==> src/rtl/state_pkg.sv <==
// rtl/state_pkg.sv - display pipeline state encodings and BMP geometry helper
package state_pkg;

  typedef enum logic [1:0] {V_ACTIVE, V_FRONT, V_SYNC, V_BACK} Vstate_t;
  typedef enum logic [1:0] {H_ACTIVE, H_FRONT, H_SYNC, H_BACK} Hstate_t;
  typedef enum logic [1:0] {IDLE, ARM, RUN, LAST} Fstate_t;

  // BMP rows are padded to a multiple of four bytes
  function automatic int bmp_stride(input int hres);
    return ((3 * hres + 3) / 4) * 4;
  endfunction

endpackage

==> src/rtl/sync_delay.sv <==
// rtl/sync_delay.sv - D-stage shift register with synchronous active-low flush
module sync_delay #(
  parameter int W = 1,
  parameter int D = 1
) (
  input  logic         i_clk,
  input  logic         rst_n,
  input  logic [W-1:0] din,
  output logic [W-1:0] dout
);

  logic [W-1:0] stage [D];

  always_ff @(posedge i_clk) begin
    if (!rst_n) begin
      for (int i = 0; i < D; i++) stage[i] <= '0;
    end else begin
      stage[0] <= din;
      for (int i = 1; i < D; i++) stage[i] <= stage[i-1];
    end
  end

  assign dout = stage[D-1];

endmodule

==> src/rtl/bmp_fetch_ctrl.sv <==
// rtl/bmp_fetch_ctrl.sv - BMP pixel fetch scheduler and video re-timer
module bmp_fetch_ctrl
  import state_pkg::*;
#(
  parameter int HRES   = 4,
  parameter int VRES   = 4,
  parameter int AW     = 16,
  parameter int BASE   = 0,
  parameter int RD_LAT = 1
) (
  input  logic          i_clk,
  input  logic          rst_n,
  input  logic          i_start,
  input  logic          i_stop,
  input  logic          i_vsync,
  input  logic          i_hsync,
  input  logic          i_de,
  output logic          o_rd_en,
  output logic [AW-1:0] o_rd_addr,
  input  logic [23:0]   i_rd_data,
  output logic          o_vsync,
  output logic          o_hsync,
  output logic          o_de,
  output logic [23:0]   o_pix,
  output logic          o_busy,
  output logic          o_frame_done,
  output logic          o_err
);

  localparam int            STRIDE_I = bmp_stride(HRES);
  localparam logic [AW-1:0] STRIDE   = AW'(STRIDE_I);
  localparam logic [AW-1:0] TOP      = AW'(BASE + (VRES - 1) * STRIDE_I);
  localparam logic [15:0]   HRES_W   = 16'(HRES);
  localparam logic [15:0]   VRES_W   = 16'(VRES);

  Fstate_t       state;
  logic          prev_vsync;
  logic          prev_de;
  logic [AW-1:0] row_base;
  logic [AW-1:0] col_off;
  logic [15:0]   x_cnt;
  logic [15:0]   y_cnt;
  logic          data_valid;

  logic active;
  logic issue;
  logic vs_rise;
  logic de_fall;

  assign active  = (state == RUN) || (state == LAST);
  assign issue   = active && i_de;
  assign vs_rise = i_vsync && !prev_vsync;
  assign de_fall = prev_de && !i_de;
  assign o_busy  = (state != IDLE);

  always_ff @(posedge i_clk) begin
    if (!rst_n) begin
      state        <= IDLE;
      prev_vsync   <= 1'b0;
      prev_de      <= 1'b0;
      row_base     <= '0;
      col_off      <= '0;
      x_cnt        <= '0;
      y_cnt        <= '0;
      o_rd_en      <= 1'b0;
      o_rd_addr    <= '0;
      o_frame_done <= 1'b0;
      o_err        <= 1'b0;
    end else begin
      prev_vsync   <= i_vsync;
      prev_de      <= i_de;
      o_rd_en      <= issue;
      o_frame_done <= 1'b0;
      if (issue) begin
        o_rd_addr <= row_base + col_off;
        col_off   <= col_off + AW'(3);
        x_cnt     <= x_cnt + 16'd1;
      end
      case (state)
        IDLE: begin
          if (i_start) begin
            state <= ARM;
            o_err <= 1'b0;
          end
        end
        ARM: begin
          if (i_stop) begin
            state <= IDLE;
          end else if (vs_rise) begin
            state    <= RUN;
            row_base <= TOP;
            col_off  <= '0;
            x_cnt    <= '0;
            y_cnt    <= '0;
          end
        end
        RUN, LAST: begin
          // Memory rows are stored bottom-up, so each displayed line steps back one stride
          if (de_fall) begin
            row_base <= row_base - STRIDE;
            col_off  <= '0;
            y_cnt    <= y_cnt + 16'd1;
            x_cnt    <= '0;
            if (x_cnt != HRES_W) o_err <= 1'b1;
          end
          if (vs_rise) begin
            o_frame_done <= 1'b1;
            if (y_cnt != VRES_W) o_err <= 1'b1;
            row_base <= TOP;
            col_off  <= '0;
            x_cnt    <= '0;
            y_cnt    <= '0;
            state    <= (state == LAST) ? IDLE : RUN;
          end
          if (i_stop && state == RUN) state <= LAST;
        end
        default: state <= IDLE;
      endcase
    end
  end

  // Marks the cycle on which i_rd_data carries a requested pixel
  sync_delay #(.W(1), .D(RD_LAT)) u_valid (
    .i_clk (i_clk),
    .rst_n (rst_n),
    .din   (o_rd_en),
    .dout  (data_valid)
  );

  always_ff @(posedge i_clk) begin
    if (!rst_n) o_pix <= '0;
    else        o_pix <= data_valid ? i_rd_data : 24'h0;
  end

  sync_delay #(.W(3), .D(RD_LAT + 2)) u_sync (
    .i_clk (i_clk),
    .rst_n (rst_n),
    .din   ({i_vsync, i_hsync, issue}),
    .dout  ({o_vsync, o_hsync, o_de})
  );

endmodule

==> config.mk <==
export PLATFORM = sky130hd
export DESIGN_NAME = bmp_fetch_ctrl
export DESIGN_NICKNAME = d
export VERILOG_FILES = /design/src/rtl/state_pkg.sv /design/src/rtl/sync_delay.sv /design/src/rtl/bmp_fetch_ctrl.sv
export SDC_FILE = /design/constraint.sdc
export NUM_CORES = 1
export LEC_CHECK = 0
export CORE_MARGIN = 1.5
export CORE_UTILIZATION = 40
export DETAILED_ROUTE_END_ITERATION = 7
export GPL_TIMING_DRIVEN = 1
export PLACE_DENSITY = 0.7
export SLEW_MARGIN = 20
export SYNTH_ARGS = -nofsm -noshare
export SYNTH_HDL_FRONTEND = slang
export SYNTH_SLANG_ARGS = --single-unit
==> constraint.sdc <==
create_clock -name i_clk -period 2.7 [get_ports i_clk]
set_input_delay 0.81 -clock i_clk [delete_from_list [all_inputs] [get_ports i_clk]]
set_output_delay 0.81 -clock i_clk [all_outputs]
set_load 0.03 [all_outputs]
# Word level (Yosys, flattened, before mapping)
# Memories as Yosys holds them, arrays and structs flattened.
# Index checks and enable logic that the tools add are counted.
# word_totals
register_bits,111
mem_bits_rw,10
inputBits,31
out_inout_bits,47
word_cells,94
mem_count,2
# mem_list
memory,words,word_bits,read_ports,rd_ports_with_merged_regs,write_ports,line_no,source
u_sync.stage,3,3,3,0,3,sync_delay.sv:12,logic [W-1:0] stage [D];
u_valid.stage,1,1,1,0,1,sync_delay.sv:12,
# classes
n_addsub,5
n_eq_ne,11
muxes,43
bitwise,3
reduce_logical,18
# op_table
operator,n
2-to-1 mux 16 bit,18
one-hot mux 16 bit (2 select lines),4
"adder 16 x 1 -> 16 bit, second input constant",2
"inequality test 16 x 3 -> 1 bit, second input constant",2
adder 16 bit,1
"adder 16 x 2 -> 16 bit, second input constant",1
"subtractor 16 x 4 -> 16 bit, second input constant",1
2-to-1 mux 2 bit,6
2-to-1 mux 1 bit,10
2-to-1 mux 3 bit,3
"inequality test 3 bit, second input constant",3
"inequality test 2 bit, second input constant",3
one-hot mux 2 bit (3 select lines),1
AND reduction 2 bit,3
nonzero test 2 bit,3
"equality test 2 bit, second input constant",2
logical AND 1 bit,4
AND reduction 4 bit,1
OR 1 bit,3
AND reduction 3 bit,1
"equality test 2 x 1 -> 1 bit, second input constant",1
logical NOT 1 bit,2
logical NOT 2 bit,1
one-hot mux 1 bit (2 select lines),1
other kinds (3),3

# Depth between registers and ports, before layout
# Gate-level depths: netlist of the first run.
# logic_depth
ltp_word,7
mapped_depth,7
ltp_nobuf,7

# By module
# Synthesis of the first run repeated with hierarchy kept, for this count alone.
# hier_totals
cells_unflattened,595
area_unflattened_um2,5327.6
# by_module_without_submodules
module,instances,cells_per_inst,area_per_inst_um2,seq_area_each_um2
bmp_fetch_ctrl,1,572,5042.3,2182.1
sync_delay at u_sync,1,21,259.0,180.2
sync_delay at u_valid,1,2,26.3,20.0

# Least setup slack after synthesis of the first run
# Ideal clock, no wire load.
# synth_timing
path_kind,input -> register
start,in i_vsync
end,reg y_cnt[13]
setup_time_ps,96
arrival_time_ps,1953
required_time_ps,2604
slack_ps,651
cell_stages,6
n_path_buf,0
cell_sequence,and2b_4 nor3b_4 nor4_4 a21boi_1 a21oi_1 nor4b_1
# synth_via
elab_chain_len,3
elab_cells_between_ends,6
classes_between,eq/ne: 2; mux: 2; reduce/logical: 2
# synth_rtl
item,line_no,source
from (decl),bmp_fetch_ctrl.sv:15,"input logic i_vsync,"
logical AND 1 bit (*),bmp_fetch_ctrl.sv:52,assign vs_rise = i_vsync && !prev_vsync;
"inequality test 3 bit (no source line), or another cell as far along",--,
AND reduction 4 bit (no source line) / one-hot mux 16 bit (2 select lines) (equally long branches),--,
to (signal assigned),bmp_fetch_ctrl.sv:102,y_cnt <= y_cnt + 16'd1;
to (decl),bmp_fetch_ctrl.sv:42,logic [15:0] y_cnt;
# Mark *: on every way between the ends. The rest lies on a longest branch, timed or not.
# A chain may end at the register's enable or synchronous reset.

# Worst setup path in the final report of the first run
# layout_timing
start,reg state[0]
end,out o_busy
# layout_via
elab_chain_len,1
# layout_rtl
item,line_no,source
from (decl),bmp_fetch_ctrl.sv:36,Fstate_t state;
from (signal assigned),bmp_fetch_ctrl.sv:113,state <= (state == LAST) ? IDLE : RUN;
nonzero test 2 bit,bmp_fetch_ctrl.sv:54,assign o_busy = (state != IDLE);
to (decl),bmp_fetch_ctrl.sv:25,"output logic o_busy,"
# Every way passes these cells.

==> results of run 1 <==
==> metrics by stage <==
stage	utilization (%)	total power [mW]	setup WS (ns)	hold slack, ns
6_report	55.12	4.380	0.2539	0.4400
3_3_place_gp	50.08	2.065	0.03631	0.4158
2_1_floorplan	-	1.966	0.6507	0.4119
3_5_place_dp	50.08	2.072	-0.005795	0.4274
5_1_grt	55.12	4.533	0.1987	0.4597
4_1_cts	55.12	4.411	0.2422	0.4388
==> final cells by class <==
class / instances / share of cell area (%)
multi-input cells: 400 / 38.68
flip-flops and latches: 117 / 34.80
repair buffers: 92 / 13.42
clock buffers: 17 / 6.320
well taps: 168 / 3.123
clock inverters: 15 / 2.825
inverters: 15 / 0.8364
==> worst max-delay path: stages, from the launching register on <==
cell and delay, ns:
dfxtp_1 0.34, or2_2 0.30, clkdlybuf4s50_1 0.59
==> flip-flops by register name, indices dropped and copies added (netlist names) <==
name and cells:
u_valid.stage 1, u_sync.stage 9, o_rd_addr 16, o_err 1, o_frame_done 1, y_cnt 16
prev_de 1, col_off 16, o_pix 24, state 2, row_base 14, x_cnt 16
==> synth_stat cells (13+ instances only) <==
cell type	n
a21oi_1	13
nand3_1	26
o21ai_0	17
xor2_1	32
clkbuf_1	21
and3_1	37
ha_1	19
and2_1	17
dfxtp_1	117
nor2_1	69
xnor2_1	27
inv_1	15
nand2_1	40
==> cell families (layout without fill, tap and decap cells) <==
family	count (synthesis)	count (layout)
flops	117	117
mux	1	1
compound gates	68	68
fa+ha+maj	19	19
xor+xnor	59	59
simple gates	253	253
buf+inv	36	139
==> how the worst max path moves through the flow <==
stage              from           to  slack, ns  cells after the start
2_1_floorplan   i_vsync    y_cnt[13]       0.65                      6
3_3_place_gp       i_de     y_cnt[8]       0.04                      7
3_5_place_dp       i_de  row_base[5]     -0.006                      7
4_1_cts        state[0]       o_busy       0.24                      2
5_1_grt        state[0]       o_busy       0.20                      2
6_report       state[0]       o_busy       0.25                      2
==> report_power, final <==
group          switching (mW)  internal (mW)  total [mW]
registers              0.0288           1.75        1.78
clock network           0.865           1.48        2.34
logic                   0.134          0.123       0.257
==> metal layers <==
layer / track usage, % / vias up
li1: - / 2103
met3: 5.126 / 16
met4: 6.667 / 0
met2: 31.28 / 91
met5: 0 / -
met1: 22.43 / 1962
==> out/qor.txt, run 1 <==
DR vias: 4172
Initial antenna violation count: 0
Worst EP required: 1.89 ns
Worst relative slew slack: 58.99%
Reg2Reg Setup Slack: 0.46 ns
Post-synth EDFFs: 0
Iteration-0 DRC count of the detailed router: 251
Final WL: 11680 µm
Fin. Hold Viols: 0
Placed cell areas: 0.006116 mm²
CTS tree: built
Mux cell area share after synthesis: 0.1970%
Die H: 115.7 µm
Post-Syn Area: 0.005081 mm²
Via/cell ratio: 5.063
Fill cells: 1094
Final Setup Violations: 0
Gates resized, CTS repair: 0
Sequential area share after synthesis: 46.10%
Most area-consuming cells after synthesis: dfxtp_1 (46%), xor2_1 (5.5%), nor2_1 (5.1%), ha_1 (4.7%), xnor2_1 (4.7%)
Worst Path Arrival: 1.64 ns
Clock Skew: 0.007683 ns
Detail Route met3 WL: 427 µm
Tot GR Track Use: 18.43%
Dominant synthesized flop cell: dfxtp_1
Clock Tree Root: clkbuf_16
H-tree Lvls: 4
Port-buffer cells: 77
WHS Endpoint: u_sync.stage[0][6]
Clock Latency Late Sink: 0.41 ns
Period utilization: 90.60%
F_max: 0.4088 GHz
Initial core utilization: 41.61%
DRT antenna net count: 0
Area leader, netlist: dfxtp_1
Dpl hpwl: 8280 µm
Worst Hold Launch: u_sync.stage[0][3]
Top Ports: 78
Share of cells above drive strength 1: 9.756%
Post-Layout Cell Count: 824
GRT overflow: 0
Diode count: 0
Sequential cell area: 0.002342 mm²
Setup_tns: 0 ns
Unrepaired setup endpoints after global routing: no
NumNets Final: 693
Final Critical Period: 2.446 ns
Peak fanout along the critical path: 6
Worst setup path category: reg -> out
Largest family of logic cells by synthesized area: simple AND/OR/NAND/NOR gates
Post-CTS Setup Repair Bufs: 0
Area of the multi-input gates: 0.002604 mm²
DR top layer: met4
Post-route cell area: 0.006731 mm²
Clock Sinks: 117
Post-synthesis net count: 603
Die X: 115.7 µm
Reg clk slew, reported paths: 0.06 ns
XOR/XNOR Fraction of Synth Area: 10.17%
WL per Instance: 14.17 µm
Asr flop ratio synth: 0%
Worst Tran Pin Value: 0.6144 ns
Ys Warns: 0
Status: finished, final reports clean
P&R area growth vs syn: 32.48%
Drt pass-1 iters: 6
DP Cell Count: 792
Row cnt: 40
Met2 wire length: 5805 µm
Post-synthesis adder-cell area fraction: 4.679%
Min-delay worst type: reg -> reg
Placer Congestion: 0.8695
Die ar.: 0.01339 mm²
Number of synthesized register bits: 117
Vias in the first global route: 4092
DRC Markers: 0
CTS Buffer Depth: 2
Largest net degree at the start of global routing: 35
Core area: 0.01221 mm²
Most frequent cells in the layout: dfxtp_1 (117), clkdlybuf4s50_1 (76), nor2_1 (69)
Hold Crit Depth: 1
Post-synthesis simple-gate area fraction: 26.99%
Final Slew Violations: 0
Mean post-synth cell area: 9.188 µm²
Max rail drop VDD: 0.3350 mV
Total CTS buffers: 17
PwrDens: 650.6 mW/mm²
Post-Route M1 WL: 5237 µm
Hold buffers post-CTS: 0
Leak Pwr: 2.695 nW
RR Endpoint: o_rd_addr[9]
Synth top area share: 46.10%
First-pass GRT wire length: 19430 µm
Most common cell after layout, fill and taps aside: dfxtp_1
Startpoint class of the critical path: flop
Reg2Reg Depth: 7
Gate Count Post-Synth: 553
Max-Cap Viols: 0
Synth Area in Compound Gates: 9.210%
R2R Path Start: row_base[3]
Synth cell types: 53
Endpoint class of the critical path: output port
Note: power is estimated with default switching activity, not from simulation.
==> inputs of run 2 (changes only) <==
--- a/config.mk
+++ b/config.mk
@@ -10,7 +10,7 @@
 export DETAILED_ROUTE_END_ITERATION = 7
 export GPL_TIMING_DRIVEN = 1
 export PLACE_DENSITY = 0.7
-export SLEW_MARGIN = 20
+export SLEW_MARGIN = 5
 export SYNTH_ARGS = -nofsm -noshare
 export SYNTH_HDL_FRONTEND = slang
 export SYNTH_SLANG_ARGS = --single-unit
==> results of run 2 <==
The final DEF is identical to that of run 1; final timing and power are the same.
==> inputs of run 3 (changes only) <==
--- a/config.mk
+++ b/config.mk
@@ -7,6 +7,7 @@
 export LEC_CHECK = 0
 export CORE_MARGIN = 1.5
 export CORE_UTILIZATION = 40
+export CTS_CLUSTER_SIZE = 40
 export DETAILED_ROUTE_END_ITERATION = 7
 export GPL_TIMING_DRIVEN = 1
 export PLACE_DENSITY = 0.7
==> results of run 3 <==
The final DEF is identical to that of run 1; final timing and power are the same.
